===== src/rtl/dual_bram_arbiter.sv =====
// Front end for one dual-port BRAM: zero-fills the RAM after reset, then round-robin
// arbitrates two writers and two readers. Define DUAL_BRAM_ARB_STATS_EN for stall counters.

module dual_bram_arbiter_rr (
  input  logic       clock,
  input  logic       reset,
  input  logic       en_i,
  input  logic [1:0] req_i,
  output logic [1:0] gnt_o
);

  logic ptr_q, ptr_d;

  always_comb begin
    gnt_o = 2'b00;
    if (en_i) begin
      case (req_i)
        2'b01:   gnt_o = 2'b01;
        2'b10:   gnt_o = 2'b10;
        2'b11:   gnt_o = ptr_q ? 2'b10 : 2'b01;
        default: gnt_o = 2'b00;
      endcase
    end
  end

  // Favour flips only after a contended cycle; a lone request leaves it alone.
  always_comb begin
    ptr_d = ptr_q;
    if (en_i && (req_i == 2'b11)) ptr_d = ~ptr_q;
  end

  always_ff @(posedge clock) begin
    if (reset) ptr_q <= 1'b0;
    else       ptr_q <= ptr_d;
  end

endmodule

// state  | meaning
// S_INIT | zero-filling the RAM, one word per cycle, requests ignored
// S_RUN  | arbitrating requesters onto the RAM ports
module dual_bram_arbiter #(
  parameter int WIDTH   = 36,
  parameter int LOG_DEP = 6
) (
  input  logic                   clock,
  input  logic                   reset,
  input  logic [1:0]             wr_req,
  input  logic [2*LOG_DEP-1:0]   wr_addr,
  input  logic [2*WIDTH-1:0]     wr_data,
  output logic [1:0]             wr_ack,
  input  logic [1:0]             rd_req,
  input  logic [2*LOG_DEP-1:0]   rd_addr,
  output logic [1:0]             rd_ack,
  output logic [1:0]             rd_valid,
  output logic [WIDTH-1:0]       rd_data,
  output logic                   init_done,
  output logic                   bram_enable,
  output logic                   bram_wen,
  output logic [LOG_DEP-1:0]     bram_waddr,
  output logic [LOG_DEP-1:0]     bram_raddr,
  output logic [WIDTH-1:0]       bram_din,
`ifdef DUAL_BRAM_ARB_STATS_EN
  output logic [15:0]            wr_stall_cnt,
  output logic [15:0]            rd_stall_cnt,
`endif
  input  logic [WIDTH-1:0]       bram_dout
);

  localparam logic [LOG_DEP-1:0] LAST_ADDR = '1;

  typedef enum logic {S_INIT, S_RUN} state_t;

  state_t               state_q, state_d;
  logic [LOG_DEP-1:0]   cnt_q, cnt_d;
  logic [LOG_DEP-1:0]   raddr_q;
  logic [1:0]           rd_valid_q;
  logic                 run;
  logic [LOG_DEP-1:0]   wr_addr_sel, rd_addr_sel;
  logic [WIDTH-1:0]     wr_data_sel;

  assign run = (state_q == S_RUN);

  always_comb begin
    state_d = state_q;
    cnt_d   = cnt_q;
    case (state_q)
      S_INIT: begin
        cnt_d = cnt_q + 1'b1;
        if (cnt_q == LAST_ADDR) state_d = S_RUN;
      end
      S_RUN:   state_d = S_RUN;
      default: state_d = S_INIT;
    endcase
  end

  always_ff @(posedge clock) begin
    if (reset) begin
      state_q <= S_INIT;
      cnt_q   <= '0;
    end else begin
      state_q <= state_d;
      cnt_q   <= cnt_d;
    end
  end

  dual_bram_arbiter_rr u_wr_arb (
    .clock (clock),
    .reset (reset),
    .en_i  (run),
    .req_i (wr_req),
    .gnt_o (wr_ack)
  );

  dual_bram_arbiter_rr u_rd_arb (
    .clock (clock),
    .reset (reset),
    .en_i  (run),
    .req_i (rd_req),
    .gnt_o (rd_ack)
  );

  assign wr_addr_sel = wr_ack[1] ? wr_addr[LOG_DEP +: LOG_DEP] : wr_addr[0 +: LOG_DEP];
  assign wr_data_sel = wr_ack[1] ? wr_data[WIDTH +: WIDTH]     : wr_data[0 +: WIDTH];
  assign rd_addr_sel = rd_ack[1] ? rd_addr[LOG_DEP +: LOG_DEP] : rd_addr[0 +: LOG_DEP];

  always_comb begin
    bram_enable = 1'b1;
    bram_wen    = 1'b1;
    bram_waddr  = cnt_q;
    bram_din    = '0;
    bram_raddr  = '0;
    if (run) begin
      bram_wen    = |wr_ack;
      bram_waddr  = wr_addr_sel;
      bram_din    = wr_data_sel;
      // With no read granted the RAM is either disabled or only writing, so keep the old address.
      bram_raddr  = (|rd_ack) ? rd_addr_sel : raddr_q;
      bram_enable = (|wr_ack) | (|rd_ack);
    end
  end

  always_ff @(posedge clock) begin
    if (reset) begin
      raddr_q    <= '0;
      rd_valid_q <= 2'b00;
    end else begin
      raddr_q    <= bram_raddr;
      rd_valid_q <= rd_ack;
    end
  end

  assign rd_valid  = rd_valid_q;
  assign rd_data   = bram_dout;
  assign init_done = run;

`ifdef DUAL_BRAM_ARB_STATS_EN
  logic [15:0] wr_stall_q, rd_stall_q;
  logic [1:0]  wr_stall_bits, rd_stall_bits;
  logic [16:0] wr_stall_sum, rd_stall_sum;

  assign wr_stall_bits = run ? (wr_req & ~wr_ack) : 2'b00;
  assign rd_stall_bits = run ? (rd_req & ~rd_ack) : 2'b00;
  assign wr_stall_sum  = {1'b0, wr_stall_q} + 17'(wr_stall_bits[0]) + 17'(wr_stall_bits[1]);
  assign rd_stall_sum  = {1'b0, rd_stall_q} + 17'(rd_stall_bits[0]) + 17'(rd_stall_bits[1]);

  always_ff @(posedge clock) begin
    if (reset) begin
      wr_stall_q <= '0;
      rd_stall_q <= '0;
    end else begin
      wr_stall_q <= wr_stall_sum[16] ? 16'hFFFF : wr_stall_sum[15:0];
      rd_stall_q <= rd_stall_sum[16] ? 16'hFFFF : rd_stall_sum[15:0];
    end
  end

  assign wr_stall_cnt = wr_stall_q;
  assign rd_stall_cnt = rd_stall_q;
`endif

endmodule


===== config.mk =====
export PLATFORM = sky130hd
export DESIGN_NAME = dual_bram_arbiter
export DESIGN_NICKNAME = d
export VERILOG_FILES = /design/src/rtl/dual_bram_arbiter.sv
export SDC_FILE = /design/constraint.sdc
export NUM_CORES = 1
export LEC_CHECK = 0
export ABC_AREA = 1
export BUFFER_PORTS_ARGS = -buffer_cell sky130_fd_sc_hd__buf_2
export CAP_MARGIN = 20
export CORE_AREA = 2 2 89 91
export DETAILED_ROUTE_END_ITERATION = 10
export DIE_AREA = 0 0 91 93
export GPL_TIMING_DRIVEN = 1
export PLACE_DENSITY = 0.72
export SYNTH_ARGS = -nofsm -noshare
export SYNTH_HDL_FRONTEND = slang
export SYNTH_SLANG_ARGS = --single-unit

===== constraint.sdc =====
create_clock -name clock -period 2.7 [get_ports clock]
set_input_delay 0.405 -clock clock [delete_from_list [all_inputs] [get_ports clock]]
set_output_delay 0.405 -clock clock [all_outputs]
set_load 0.02 [all_outputs]

After elaboration in Yosys (flattened, before gate mapping)
Cells that the tools add are included.
{ "word_totals": {"register_bits": 17, "out_inout_bits": 93, "wordCells": 39} }
{ "classes": {"n_addsub": 1, "n_eq_ne": 7, "n_mux": 17, "n_bitwise": 4, "reduce_logical": 4} }
{ "ops": {"columns": ["operator", "count"], "rows": [
  ["two-way mux 36 bit", 2],
  ["two-way mux 6 bit", 5],
  ["one-hot mux 2 bit (3 select lines)", 2],
  ["== test 2 bit (second input constant)", 4],
  ["two-way mux 2 bit", 4],
  ["adder 6 x 1 -> 6 bit (second input constant)", 1],
  ["== test 6 bit (second input constant)", 1],
  ["== test 2 x 1 -> 1 bit (second input constant)", 2],
  ["OR reduction 2 bit", 2],
  ["two-way mux 1 bit", 3],
  ["NOT 1 bit", 3],
  ["logical AND 1 bit", 2],
  ["one-hot mux 1 bit (2 select lines)", 1],
  ["bitwise OR 1 bit", 1]
]} }

Depth between registers and ports, before layout
{ "depth": {"depth_word": 6, "mapped_depth": 8} }

Modules after synthesis
Synthesis repeated with hierarchy kept, for this count alone.
{ "unflattened": {"hier_cells": 310, "hier_area_um2": 1800.5} }
{ "modules_own_cells": {"columns": ["mod", "n_inst", "cells_per_inst", "area_per_inst_um2", "seq_area_each_um2"], "rows": [
  ["dual_bram_arbiter", 1, 288, 1667.8, 300.3],
  ["dual_bram_arbiter_rr", 2, 11, 66.3, 20.0]
]} }

Worst setup path before layout
Ideal clock, no wire load.
{ "synth_path": {"path_kind": "register to output", "startpoint": "register state_q, in the netlist init_done", "endpoint": "output wr_ack[0]", "arrival_time_ns": 1.396, "required_time_ns": 2.295, "setup_slack_ns": 0.899, "path_stages_with_launch": 5, "n_path_buf": 2, "path_cell_list": "dfxtp_1 > buf_6 > inv_2 > buf_2 > a211oi_1"} }
{ "synth_between": {"elab_chain_cells": 1} }
{ "synth_lines": {"columns": ["element", "line_no", "text"], "rows": [
  ["start, declared", "74", "state_t state_q, state_d;"],
  ["start signal, assigned", "102", "state_q <= state_d;"],
  ["two-way mux 2 bit", "16", "if (en_i) begin"],
  ["end, declared", "51", "output logic [1:0] wr_ack,"]
]} }
Every way passes these cells.

Worst setup path after layout
{ "layout_path": {"startpoint": "register state_q, in the netlist init_done", "endpoint": "output bram_raddr[0]"} }
{ "layout_between": {"elab_chain_cells": 4, "elab_cells_between_ends": 5, "cone_classes": "mux: 4; reduce/logical: 1"} }
{ "layout_lines": {"columns": ["element", "line_no", "text"], "rows": [
  ["two-way mux 2 bit", "16", null],
  ["two-way mux 6 bit / OR reduction 2 bit (equally long branches)", "125, 138", null],
  ["two-way mux 6 bit", "138", "bram_raddr = (|rd_ack) ? rd_addr_sel : raddr_q;"],
  ["two-way mux 6 bit (*)", "133", "if (run) begin"],
  ["end, declared", "61", "output logic [LOG_DEP-1:0] bram_raddr,"]
]} }
Every way passes the cells marked *; elsewhere a longest branch is shown, timed or not.

==> results.toml <==
[outcome]
status = "finished clean"

[timing]
min_period_over_period_pct = 81.4
tightestPinTransition_ns = 0.686
hold_violations = 0
finClkSkew_ns = 0.000919
max_freq_ghz = 0.455
max_slew_margin_pct = 54.2
layout_min_cycle_time_ns = 2.20
fin_setup_tns_ns = 0
grt_setup_unrepaired = "no"
setup_viol = 0
slew_violations = 0

[floorplanning]
dieArea_um2 = 8460
die_h_um = 93
start_util_pct = 23.6
fp-row-count = 32
die_x_um = 91
io-pin-count = 231
core_region_area_um2 = 7530

[detailed_routing]
drtIter0Drc = 113
met3RoutedLength_um = 615
wl_per_cell_um = 13.5
dr.pass1.iters = 4
route.top_layer_used = "met4"
dr_wl_met2_mm = 3.35
drc = 0
via_per_inst = 4.44
antenna_left = 0
wl_met1_mm = 3.06
wl_mm = 7.11
routed-via-count = 2340

[clocking]
insertion_delay_ns = 0.25
post_cts_resized = 0
clockBufferDepth = 2
tritoncts = "yes"
cts_buffers = 3
cts_setup_buffers = 0
root_buffer = "clkbuf_8"
hold_buffers = 0
cts_sinks = 17
clkTransAtPathRegs_ns = 0.07
h-tree-depth = 1

[logic_synthesis]
synthDistinctLibCells = 22
synth-seq-area-share_pct = 19.1
synth-seq-cells = 17
synth_area_leader_cell = "nand2_1"
synthTopCellsByArea = "nand2_1, dfxtp_1, buf_4, nand3_1, a21oi_1"
synth_edf_count = 0
yosys_warnings = 0
synth_ff_type = "dfxtp_1"
syn_nets = 451
syn_avg_cell_area_um2 = 5.70
yosysMostFrequentCell = "nand2_1"
syn_area_um2 = 1780
yosys-top-cells-count = "nand2_1, nand3_1, buf_4, nor2_1, dfxtp_1"
ys_async_sr_fraction_pct = 0
netlist_instances = 312
synth_top_area_share_pct = 22.0

[cells_and_area]
stdcell_count = 527
drive_above_1_share_pct = 43.6
area_growth_pct = 34.8
nNetsFinal = 564

[global_routing]
antenna_found_initial = 1
grt_overflow = 0
grt_pass1_vias = 2253
track_usage_pct = 16.3
grt_pass1_wl_mm = 11.0
grt_max_degree = 44

[place]
place_inst = 522
port_buffers = 158
dp_hpwl_mm = 5.76
gp_congestion = 0.809

[power]
peakVddDrop_mv = 0.160
p_leak_nw = 1.52
power_density_nw_per_um2 = 233

[worst_setup_path]
cp-end-kind = "primary output"
path_class = "reg -> out"
critical_path_arrival_ns = 1.79
crit_fanout = 34
crit_required_ns = 2.30
worst_setup_path_start_kind = "flop"

[flow_run]
maxCapViolCount = 0

[min_path]
worst_hold_path_type = "in -> reg"
==> stage by stage <==
stage	worst slack (ns)	area [um2]	total power [mW]	utilization (%)	hold slack, ns
floorplan	0.899	1780	0.365	-	0.434
global placement	0.695	2350	0.374	31.2	0.448
detailed placement	0.641	2350	0.375	31.2	0.454
CTS	0.475	2390	0.568	31.8	0.439
global route	0.334	2390	0.591	31.8	0.464
finish	0.502	2400	0.558	31.8	0.448
==> per-layer routing <==
| layer | track usage (%) | up-vias |
|---|---|---|
| li1 | - | 1173 |
| met1 | 20.3 | 1043 |
| met2 | 28.0 | 110 |
| met3 | 4.35 | 14 |
| met4 | 3.91 | 0 |
| met5 | 0 | - |
==> placed cells by master (no fill, tap or decap) <==
master    instances
dfxtp_2           1
nand2_1         104
nor3_1            3
or2_2             1
clkbuf_8          3
nand2_2           4
nor2_2            1
diode_2           1
dfxtp_1          16
nand3_1          54
inv_1            16
buf_2           158
o21ai_2           4
inv_4             1
a211oi_1          1
clkbuf_1          1
o21ai_0           7
nand2_4           1
nand4_1           1
buf_4             3
ha_1              1
inv_2             8
a21oi_1          15
nor2_1           20
==> cell families after synthesis <==
group | count (synthesis) | synth area share [%]
AOI/OAI and AO/OA | 27 | 8.59
DFF | 17 | 19.1
adders and majority gates | 1 | 0.704
and+or+nand+nor | 189 | 45.3
buffers and inverters | 78 | 26.2
==> worst paths after layout <==
kind / start / end / slack (ns) / cells past startpoint
worst max register to register: init_done$_SDFF_PP0_ / cnt_q[5]$_SDFFE_PP0N_ / 1.16 / 7
worst max-delay path: init_done$_SDFF_PP0_ / bram_raddr[0] / 0.50 / 8
worst min register to register: cnt_q[5]$_SDFFE_PP0N_ / cnt_q[5]$_SDFFE_PP0N_ / 0.47 / 2
worst min-delay path: rd_req[0] / u_rd_arb.ptr_q$_SDFFE_PP0P_ / 0.45 / 3
==> worst max-delay path: stages, from the launching register on <==
cell and delay (ns):
dfxtp_2 0.35, buf_4 0.37, nand2_4 0.11, nand2_2 0.25, o21ai_0 0.12, inv_1 0.08, nand2_1 0.07, inv_1 0.05
buf_2 0.15
==> where the power goes <==
part / internal (mW) / switching [mW] / total (mW)
clock: 0.105 / 0.0855 / 0.190
combinational: 0.0608 / 0.0483 / 0.109
sequential: 0.255 / 0.00378 / 0.258
total: 0.420 / 0.138 / 0.558
==> area by class of cell <==
type / instances / area, um2
clock buffer: 4 / 45.0
sequential: 17 / 342
antenna: 1 / 2.50
inverter: 25 / 96.3
multi-input combinational: 217 / 971
fill: 892 / 5130
timing repair buffer: 161 / 813
tap: 102 / 128
==> sequential cells by signal, summed over array words and instances, names as in the netlist <==
name            flops
u_rd_arb.ptr_q      1
u_wr_arb.ptr_q      1
rd_valid            2
raddr_q             6
cnt_q               6
init_done           1
Note: power is estimated with default switching activity, not from simulation.
